==> src/rtl/bv_lshr_sgt_eval.sv <==
// Combinational predicate P(a, k, t) = (a >> k) >s t.
// The shift is logical; a shift amount of W or more yields zero.
// Ports:
//   i_a   : value to shift
//   i_k   : shift amount
//   i_t   : signed comparison threshold
//   o_sat : 1 when the shifted value is signed-greater than i_t
module bv_lshr_sgt_eval #(
  parameter int W = 4
) (
  input  logic [W-1:0] i_a,
  input  logic [W-1:0] i_k,
  input  logic [W-1:0] i_t,
  output logic         o_sat
);

  // W fits in W+1 bits for any W >= 1, so the limit compare never truncates
  localparam logic [W:0] K_LIM = (W+1)'(W);

  logic [W-1:0] w_shift;

  // shift and signed compare
  always_comb begin
    w_shift = {W{1'b0}};
    if ({1'b0, i_k} >= K_LIM) begin
      w_shift = {W{1'b0}};
    end else begin
      w_shift = i_a >> i_k;
    end
    o_sat = $signed(w_shift) > $signed(i_t);
  end

endmodule

==> config.mk <==
export PLATFORM = sky130hd
export DESIGN_NAME = bv_lshr_sgt_eval
export DESIGN_NICKNAME = d
export VERILOG_FILES = /design/src/rtl/bv_lshr_sgt_eval.sv
export SDC_FILE = /design/constraint.sdc
export NUM_CORES = 1
export LEC_CHECK = 0
export CAP_MARGIN = 20
export CORE_AREA = 8 8 45 47
export DETAILED_ROUTE_END_ITERATION = 7
export DIE_AREA = 0 0 53 55
export PLACE_DENSITY_LB_ADDON = 0.25
export SLEW_MARGIN = 20
export SYNTH_ARGS = -nofsm -noshare
export SYNTH_HDL_FRONTEND = slang
export SYNTH_SLANG_ARGS = --single-unit
==> constraint.sdc <==
create_clock -name vclk -period 3.3
set_input_delay 0.33 -clock vclk [all_inputs]
set_output_delay 0.33 -clock vclk [all_outputs]
set_load 0.1 [all_outputs]
* Word level (Yosys, flattened, before mapping)
Cells that the tools add are included.
Widths: inputs -> output; s select.
** Storage, ports and cells
- ROM bits :: 0
- Word-level logic and storage cells :: 4
- Register bits :: 0
- Output and inout bits :: 1
- Memories :: 0
- Latch bits :: 0
- Bits in writable memories :: 0
- Input port bits :: 12
** Operators by class
- Reduce and logical (&&, ||, !) cells :: 0
- Equal/unequal tests :: 0
- Shift-type cells :: 1
- Bitwise logic cells :: 0
- $add $sub $neg :: 0
- Divide/modulo/power cells :: 0
- Multiply operators :: 0
- Mux-type cells :: 1
- Magnitude comparators :: 2
** Operators by type and width (count)
- $ge 4x3->1 const B :: 1
- $gt 4x4->1 :: 1
- $mux 4 :: 1
- $shr 4x4->4 :: 1

* Depth between registers and ports, before layout
- Depth after elaboration :: 3
- Mapped depth :: 7
- Mapped depth without buffers :: 7

* Least setup slack after synthesis
Ideal clock, no wire load.
- Path kind :: input port to output port
- From :: input i_k[1]
- To :: output o_sat
- Required time :: 2.970 ns
- Slack :: 0.183 ns
- Arrival :: 2.787 ns
- Stages on the path :: 7
- Path through :: nor3b_1 a211oi_1 a2111oi_2 ha_1 nand3_1 nand2_1 o22ai_1
** On the way
- Word-level cells in the longest chain between the ends :: 3
- Elaborated cells between the ends (all ways) :: 4
- Those cells by class :: order compare (2); shift (1); mux (1)
** RTL lines
- start, declared :: RTL line 12 : input logic [W-1:0] i_k,
- $ge 4x3->1 or $shr 4x4->4 (tied branches) :: RTL line 25, 28
- $mux 4 * :: RTL line 25 : if ({1'b0, i_k} >= K_LIM) begin
- $gt 4x4->1 * :: RTL line 30 : o_sat = $signed(w_shift) > $signed(i_t);
- end, declared :: RTL line 14 : output logic o_sat
Every way passes the cells marked *; elsewhere a longest branch is shown, timed or not.

* Worst setup path in the final report
Ends and elaborated chain as after synthesis.

==> metrics.txt <==
# TYPE chip_impl_metric gauge
chip_impl_metric{name="number_of_antenna_violations_at_the_first_check_in_global_routing",unit=""} 0
chip_impl_metric{name="slowest_delay",unit="ps"} 500
chip_impl_metric{name="power.internal",unit="W"} 0.0000258
chip_impl_metric{name="power_frac_clock",unit=""} 0
chip_impl_info{name="setup_repair_after_global_routing_missed_its_margin",value="false"} 1
chip_impl_metric{name="power_frac_comb",unit=""} 1.000
chip_impl_metric{name="initial_core_util",unit=""} 0.137
chip_impl_metric{name="flops_and_latches",unit=""} 0
chip_impl_metric{name="pwr-share-seq",unit=""} 0
chip_impl_metric{name="wl",unit="microns"} 573
chip_impl_metric{name="clock_buf_count",unit=""} 0
chip_impl_metric{name="insertedDiodeCount",unit=""} 0
chip_impl_metric{name="die_area",unit="sq um"} 2920
chip_impl_metric{name="vdd_ir_drop_max",unit="mV"} 0.0489
chip_impl_info{name="cpLargestDelayFamily",value="compound AO/OA/AOI/OAI gates"} 1
chip_impl_metric{name="routedWlPerCell",unit="microns"} 11.0
chip_impl_metric{name="synth_cells",unit=""} 23
chip_impl_metric{name="fin_setup_tns",unit="ps"} 0
chip_impl_metric{name="grt_overflow_total",unit=""} 0
chip_impl_info{name="leading_cell_types_in_the_layout_fill_and_taps_excluded",value="12 x clkdlybuf4s50_1, 4 x ha_1, 3 x inv_1, 2 x nor2_1, 2 x nand2_1"} 1
chip_impl_metric{name="synth_area_per_cell",unit="sq um"} 8.27
chip_impl_metric{name="detailedRoute.firstIterationViolations",unit=""} 0
chip_impl_metric{name="worst-path-max-fanout",unit=""} 6
chip_impl_metric{name="setup_viol",unit=""} 0
chip_impl_metric{name="postLayoutSetupSlackWorst",unit="ps"} 232
chip_impl_info{name="startpoint_type",value="input port"} 1
chip_impl_metric{name="ios",unit=""} 13
chip_impl_metric{name="die_y",unit="microns"} 55
chip_impl_metric{name="p_switching",unit="W"} 0.0000222
chip_impl_metric{name="power.share.switching",unit=""} 0.462
chip_impl_metric{name="mappedNetlistArea",unit="sq um"} 190
chip_impl_metric{name="yosysWarnings",unit=""} 0
chip_impl_metric{name="row_count",unit=""} 14
chip_impl_metric{name="hold_viol_final",unit=""} 0
chip_impl_metric{name="drv_slew",unit=""} 0
chip_impl_info{name="hp-class",value="input port to primary output"} 1
chip_impl_metric{name="hold_buffers",unit=""} 0
chip_impl_metric{name="grtUsageTotal",unit=""} 0.0420
chip_impl_metric{name="total_power",unit="W"} 0.0000480
chip_impl_metric{name="drc",unit=""} 0
chip_impl_info{name="worstHoldStart",value="i_t[3]"} 1
chip_impl_metric{name="area_delta_synth_final",unit="%"} 84.9
chip_impl_metric{name="num-nets-final",unit=""} 54
chip_impl_metric{name="min_delay_path_depth",unit=""} 5
chip_impl_metric{name="detailedPlace.worstSlack",unit="ps"} 160
chip_impl_metric{name="layout_min_cycle_time",unit="ps"} 3070
chip_impl_info{name="min_delay_endpoint",value="o_sat"} 1
chip_impl_metric{name="final_layout_size_suffix_gt1_frac",unit=""} 0.0556
chip_impl_metric{name="ant_nets",unit=""} 0
chip_impl_metric{name="drt-vias-per-instance",unit=""} 4.25
chip_impl_metric{name="synth.lib_cells_used.distinct",unit=""} 16
chip_impl_metric{name="timing.critical_path.buf_inv",unit=""} 2
chip_impl_metric{name="grt_pass1_vias",unit=""} 240
chip_impl_metric{name="drt_first_pass_iters",unit=""} 1
chip_impl_metric{name="die_width",unit="microns"} 53
chip_impl_info{name="cp-end-kind",value="primary output"} 1
chip_impl_metric{name="largest_net_degree_at_the_start_of_global_routing",unit=""} 7
chip_impl_metric{name="leakagePower",unit="nW"} 0.154
chip_impl_metric{name="postCtsResizedCells",unit=""} 0
chip_impl_metric{name="final_min_period_over_clock_period",unit=""} 0.930
chip_impl_metric{name="synth.net_count",unit=""} 39
chip_impl_metric{name="pwr_density_cell",unit="nW/um^2"} 136
chip_impl_info{name="worstSetupPathType",value="input port to primary output"} 1
chip_impl_metric{name="buffer_ports.inserted",unit=""} 13
chip_impl_metric{name="dp_hpwl",unit="microns"} 521
chip_impl_metric{name="critPathArrivalTime",unit="ps"} 2740
chip_impl_info{name="outcome",value="complete, no violations"} 1
chip_impl_metric{name="detailroute.via_count",unit=""} 221
chip_impl_metric{name="grt_pass1_wl",unit="microns"} 1000
chip_impl_metric{name="slew_headroom",unit=""} 0.784
chip_impl_metric{name="core-area",unit="sq um"} 1380
chip_impl_info{name="layout_commonest_cell",value="clkdlybuf4s50_1"} 1
chip_impl_metric{name="crit_required",unit="ps"} 2970
chip_impl_metric{name="worst_pin_slew",unit="ps"} 323
chip_impl_metric{name="post-cts-setup-buffers",unit=""} 0
chip_impl_metric{name="final-seq-area",unit="sq um"} 0
chip_impl_metric{name="cap_viol_max_count",unit=""} 0
chip_impl_metric{name="place.gp.congestion",unit=""} 0.592
chip_impl_info{name="cp_slowest_cell",value="clkdlybuf4s50_1"} 1
chip_impl_metric{name="synth_sequential_area_ratio",unit=""} 0
chip_impl_info{name="critical_path.cell_chain",value="clkdlybuf4s50_1, nor3b_1, a211oi_1, a2111oi_2, ha_1, and3b_1, a2111oi_1, o22ai_1, buf_12"} 1
chip_impl_metric{name="post-route-util",unit=""} 0.254
chip_impl_metric{name="clock.fmax",unit="GHz"} 0.326
## synthesized netlist by cell type, drive strengths merged
master,count,area share
and3,1,0.033
inv,3,0.059
mux2i,1,0.053
a211oi,1,0.039
and3b,1,0.046
nor2,2,0.039
nand3,1,0.026
nor4,1,0.033
mux4,1,0.14
o22ai,1,0.033
nand2,2,0.039
nor3b,1,0.039
nand2b,1,0.033
a2111oi,2,0.12
ha,4,0.26
## metal layers
layer	routed length, microns	global-route usage	up-vias	part of all wire
met3	59	0.0134	0	0.10
met1	287	0.0560	90	0.50
met2	226	0.0684	13	0.39
met5	0	0	-	0
li1	-	-	118	-
met4	0	0	0	0
## how the worst max path moves through the flow
stage / start / end / depth (start not counted)
2_1_floorplan: i_k[1] / o_sat / 7
3_3_place_gp: i_k[1] / o_sat / 9
3_5_place_dp: i_k[1] / o_sat / 9
4_1_cts: i_k[1] / o_sat / 9
5_1_grt: i_k[1] / o_sat / 9
6_report: i_k[1] / o_sat / 9
## layout make-up
class	instances	area (sq um)
Timing Repair Buffer	13	140
Fill cell	152	1030
Inverter	3	11.3
Multi-Input combinational cell	20	180
Tap cell	16	20.0
## kinds of logic (layout without fill, tap and decap cells)
logic type / after synthesis / in the layout / synth area share
AO/OA/AOI/OAI: 4 / 4 / 0.197
adder cells (fa/ha/maj): 4 / 4 / 0.263
buffers and inverters: 3 / 16 / 0.0592
multiplexers: 2 / 2 / 0.191
AND/OR/NAND/NOR: 10 / 10 / 0.290
## per-stage QoR
| step | cells | cell area (sq um) | hold slack (ps) |
|---|---|---|---|
| after detailed placement | 52 | 350 | 1550 |
| final | 52 | 352 | 1550 |
| after CTS | 52 | 350 | 1560 |
| after floorplan | 23 | 190 | 1410 |
| after global placement | 52 | 350 | 1550 |
| after global routing | 52 | 352 | 1600 |
## power groups by stage
stage	clock [W]	combinational (W)	sequential, W
4_1_cts	0	0.0000482	0
5_1_grt	0	0.0000521	0
3_5_place_dp	0	0.0000479	0
6_report	0	0.0000480	0
3_3_place_gp	0	0.0000477	0
2_1_floorplan	0	0.0000223	0
## tightest hold or removal path, delay by kind of cell
family	cells	cell delay [ps]
adders and majority gates	1	140
AOI/OAI and AO/OA	1	110
buffers and inverters	3	640
Power figures use the tool's default switching activity.
